==> config.mk <==
export PLATFORM = sky130hd
export DESIGN_NAME = spm_driver
export DESIGN_NICKNAME = d
export VERILOG_FILES = /design/src/rtl/spm_driver.sv
export SDC_FILE = /design/constraint.sdc
export NUM_CORES = 1
export LEC_CHECK = 0
export CAP_MARGIN = 20
export CORE_UTILIZATION = 51
export CTS_CLUSTER_DIAMETER = 200
export CTS_CLUSTER_SIZE = 8
export DETAILED_ROUTE_END_ITERATION = 7
export GPL_TIMING_DRIVEN = 0
export PLACE_DENSITY = 0.9
export SLEW_MARGIN = 10
export SYNTH_ARGS = -nofsm -noshare
export SYNTH_HDL_FRONTEND = slang
export SYNTH_SLANG_ARGS = --single-unit
==> constraint.sdc <==
create_clock -name clk -period 12.9 [get_ports clk]
set_clock_uncertainty 0.15 [all_clocks]
set_input_delay 2.58 -clock clk [delete_from_list [all_inputs] [get_ports clk]]
set_output_delay 2.58 -clock clk [all_outputs]
set_load 0.02 [all_outputs]
==> src/rtl/spm_driver.sv <==
// Host-side controller for the bit-serial spm multiplier: holds the multiplicand on x,
// streams the multiplier LSB-first on y and deserializes the serial product from p.
module spm_driver #(
   parameter int SIZE   = 32,
   parameter int LAT    = 1,
   parameter bit SIGNED = 1'b1
) (
   input  logic              clk,
   input  logic              rst,
   input  logic              in_valid,
   output logic              in_ready,
   input  logic [SIZE-1:0]   mc,
   input  logic [SIZE-1:0]   mp,
   output logic [SIZE-1:0]   x,
   output logic              y,
   output logic              spm_rst,
   input  logic              p,
   output logic [2*SIZE-1:0] prod,
   output logic              out_valid,
   input  logic              out_ready
);

   localparam int CW = $clog2(2*SIZE + LAT + 1);
   localparam logic [CW-1:0] K_LAT  = CW'(LAT);
   localparam logic [CW-1:0] K_TWO  = CW'(2*SIZE);
   localparam logic [CW-1:0] K_LAST = CW'(2*SIZE + LAT - 1);

   typedef enum logic [1:0] {IDLE, CLEAR, SHIFT, DONE} state_t;

   state_t          state, state_nxt;
   logic [CW-1:0]   k;
   logic [SIZE-1:0] y_sr;
   logic            fill;

   // Arithmetic right shift replicates the captured sign bit, so after SIZE shifts
   // bit 0 already carries the sign extension of mp for the upper half.
   assign fill = SIGNED ? y_sr[SIZE-1] : 1'b0;

   // NOTE: state and datapath registers use non-blocking assignments only, so every
   // flop samples values from before the edge regardless of statement order.
   always_ff @(posedge clk or posedge rst) begin
      if (rst) begin
         state <= IDLE;
         k     <= '0;
         y_sr  <= '0;
         x     <= '0;
         prod  <= '0;
      end else begin
         state <= state_nxt;
         case (state)
            IDLE: begin
               if (in_valid) begin
                  x    <= mc;
                  y_sr <= mp;
                  prod <= '0;
               end
            end
            CLEAR: k <= '0;
            SHIFT: begin
               k    <= k + CW'(1);
               y_sr <= {fill, y_sr[SIZE-1:1]};
               if (k >= K_LAT)
                  prod <= {p, prod[2*SIZE-1:1]};
            end
            default: ;
         endcase
      end
   end

   // NOTE: every output of this block gets a default first, so no path leaves a
   // signal unassigned and no latch is inferred.
   always_comb begin
      state_nxt = state;
      case (state)
         IDLE:    if (in_valid) state_nxt = CLEAR;
         CLEAR:   state_nxt = SHIFT;
         SHIFT:   if (k == K_LAST) state_nxt = DONE;
         DONE:    if (out_ready) state_nxt = IDLE;
         default: state_nxt = IDLE;
      endcase
   end

   assign in_ready  = !rst && (state == IDLE);
   assign spm_rst   = rst || (state == CLEAR);
   assign out_valid = (state == DONE);
   assign y         = (state == SHIFT) && (k < K_TWO) && y_sr[0];

endmodule

==> flow_summary.json <==
{
  "ctsHoldBuffers": 0,
  "mostFrequentLayoutCell": "clkdlybuf4s50_1",
  "grt_max_degree": 83,
  "cpMostUsedCell": "clkdlybuf4s50_1",
  "synthCells": 546,
  "cts_tree": "yes",
  "wl_per_cell_um": 15.83,
  "start_util_pct": 52.41,
  "antenna_cells": 0,
  "slew_viol_final": 0,
  "hold_viol": 0,
  "drive_gt1_share_pct": 10.86,
  "startpoint_type": "input port",
  "ioPinCount": 169,
  "grt.overflow.total": 0,
  "ant_nets": 0,
  "outcome": "finished clean",
  "p_sw_mw": 0.6585,
  "cts-htree-levels": 4,
  "cts_root_buffer": "clkbuf_8",
  "gp_congestion": 0.8261,
  "die_y_um": 107.8,
  "hold_class": "register to register",
  "die_x_um": 107.8,
  "dp_hpwl_mm": 9.798,
  "path_clk_slew_ns": 0.06,
  "cts_resized": 0,
  "routed_wl_mm": 14.03,
  "cts_setup_buffers": 0,
  "worstSetupPathType": "input port to output pin",
  "netlist_area_mm2": 0.005707,
  "rsz0062_at_grt": "false",
  "grt_first_pass_wirelength_mm": 22.58,
  "power_frac_comb_pct": 38.7,
  "path_delay_family": "buffers and inverters",
  "cts_buffers": 17,
  "synthArstFlopShare_pct": 100.0,
  "regArea_mm2": 0.003428,
  "cp.arrival_ns": 3.94,
  "area_delta_synth_final_pct": 44.73,
  "ys.flop_type": "dfrtp_1",
  "drt_iter0_markers": 255,
  "synth_nets": 622,
  "port_buffers": 168,
  "drv_cap": 0,
  "ys_seq_area_share_pct": 60.07,
  "slowest_stage": "clkdlybuf4s50_1",
  "clk_path_buf_depth": 2,
  "num_rows": 38,
  "p_clk_share_pct": 28.9,
  "finalNetCount": 810,
  "period_minus_slack_ns": 6.670,
  "ys_ff_latch": 137,
  "p_sw_share_pct": 35.35,
  "dr.pass1.iters": 4,
  "layout_common_cells": "168 x clkdlybuf4s50_1, 166 x nand2_1, 137 x dfrtp_1, 79 x o21ai_0, 34 x mux2_2",
  "synth_edf_count": 0,
  "min_period_over_period_pct": 51.70,
  "path_cells": "clkdlybuf4s50_1, or2_2, clkdlybuf4s50_1",
  "ir_drop_mv": 0.1425,
  "die_area_mm2": 0.01162,
  "p_leak_nw": 3.483,
  "fmax_ghz": 0.1499,
  "tightest_slew_ns": 0.7069,
  "setup_viol": 0,
  "multiInputGateArea_mm2": 0.002091,
  "setup_tns_ns": 0,
  "post_synth.cell_area_avg_um2": 10.45,
  "yosys_warnings": 0,
  "relSlewSlack_pct": 52.87,
  "finalHoldWorstSlack_ns": 0.3352,
  "grt_usage_pct": 25.37,
  "p_int_mw": 1.204,
  "clk_latency_ns": 0.51,
  "drc": 0,
  "antenna_found_initial": 0,
  "worstPathMaxFanout": 3,
  "powerDensity_mw_per_mm2": 225.5,
  "grt_pass1_vias": 4755,
  "clkSinkCount": 137,
  "core_mm2": 0.01089,
  "num-fill-cells": 727,
  "crit_path_end_kind": "output pin",
  "path_buf_inv": 2,
  "worst_ep_required_time_ns": 10.17,
  "vias_per_cell": 5.235,
  "pwr-share-seq_pct": 32.4,
  "ys_types": 31,
  "vias": 4638,
  "critPathMaxStageDelay_ns": 0.53
}
## power groups by stage
stage / combinational (mW) / clock (mW) / sequential, mW
after global routing: 0.788 / 0.564 / 0.616
after floorplan: 0.391 / 0 / 0.665
final: 0.720 / 0.539 / 0.604
after detailed placement: 0.717 / 0 / 0.611
after CTS: 0.725 / 0.545 / 0.604
after global placement: 0.686 / 0 / 0.600
## through the flow
step           setup WS [ns]  power (mW)  utilization [%]  cell area [µm²]  std cells
6_report               6.230       1.863            75.86             8259        886
3_5_place_dp           6.233       1.327            69.77             7596        855
3_3_place_gp           4.841       1.286            69.47             7564        854
5_1_grt                6.169       1.968            75.86             8259        886
2_1_floorplan          6.502       1.056                -             5707        546
4_1_cts                6.228       1.874            75.86             8259        886
## layer usage
metal / wire (µm) / track usage [%] / vias up
met4: 178 / 9.100 / 0
met5: 0 / 0 / -
met3: 776 / 6.416 / 16
li1: - / - / 2189
met2: 7320 / 44.55 / 134
met1: 5754 / 30.00 / 2299
## worst register-to-register path: stages (launching register included)
cell	delay, ns
dfrtp_1	0.41
inv_1	0.10
ha_1	0.30
mux2i_2	0.46
a31o_1	0.22
buf_2	0.23
clkbuf_1	0.37
o21ai_1	0.15
## Yosys cell counts, drive strengths merged, types with 3 or more instances
cell type,count,share of area [%]
nand2,166,11
mux2i,34,6.0
clkbuf,19,1.3
nor2,3,0.20
nor2b,4,0.44
buf,17,1.5
dfrtp,137,60
inv,8,0.53
o21ai,99,8.7
ha,7,1.5
mux2,34,6.7
nand3,4,0.35
## state kept, by name, indices dropped and copies added, names as in the netlist
signal / count
prod: 64
x: 32
y_sr: 32
k: 7
state: 2
## cells by family after synthesis
group,count (synthesis),share of synthesized area [%]
AOI/OAI and AO/OA,105,9.494
DFF,137,60.07
adders and majority gates,7,1.535
xor gates and xnor gates,1,0.1535
and+or+nand+nor,184,12.72
muxes,68,12.74
buffers and inverters,44,3.289
## worst paths after layout
path / startpoint / endpoint / slack (ns) / depth (start not counted)
setup / recovery: rst / spm_rst / 6.23 / 3
hold / removal: y_sr[25] / y_sr[25] / 0.34 / 2
setup reg to reg: state[0] / prod[14] / 10.38 / 7
hold reg to reg: y_sr[25] / y_sr[25] / 0.34 / 2
max in group asynchronous: rst / prod[17] / 9.46 / 3
min in group asynchronous: rst / y_sr[26] / 2.39 / 2
## final cells by class
class | count | area share (%)
Clock buffer | 19 | 5.348
Tap cell | 140 | 2.121
Sequential cell | 137 | 41.51
Clock inverter | 12 | 2.681
Multi-Input combinational cell | 365 | 25.31
Timing Repair Buffer | 169 | 20.69
Buffer | 36 | 1.909
Inverter | 8 | 0.4242
No activity file was read; power rests on OpenSTA's default activity.
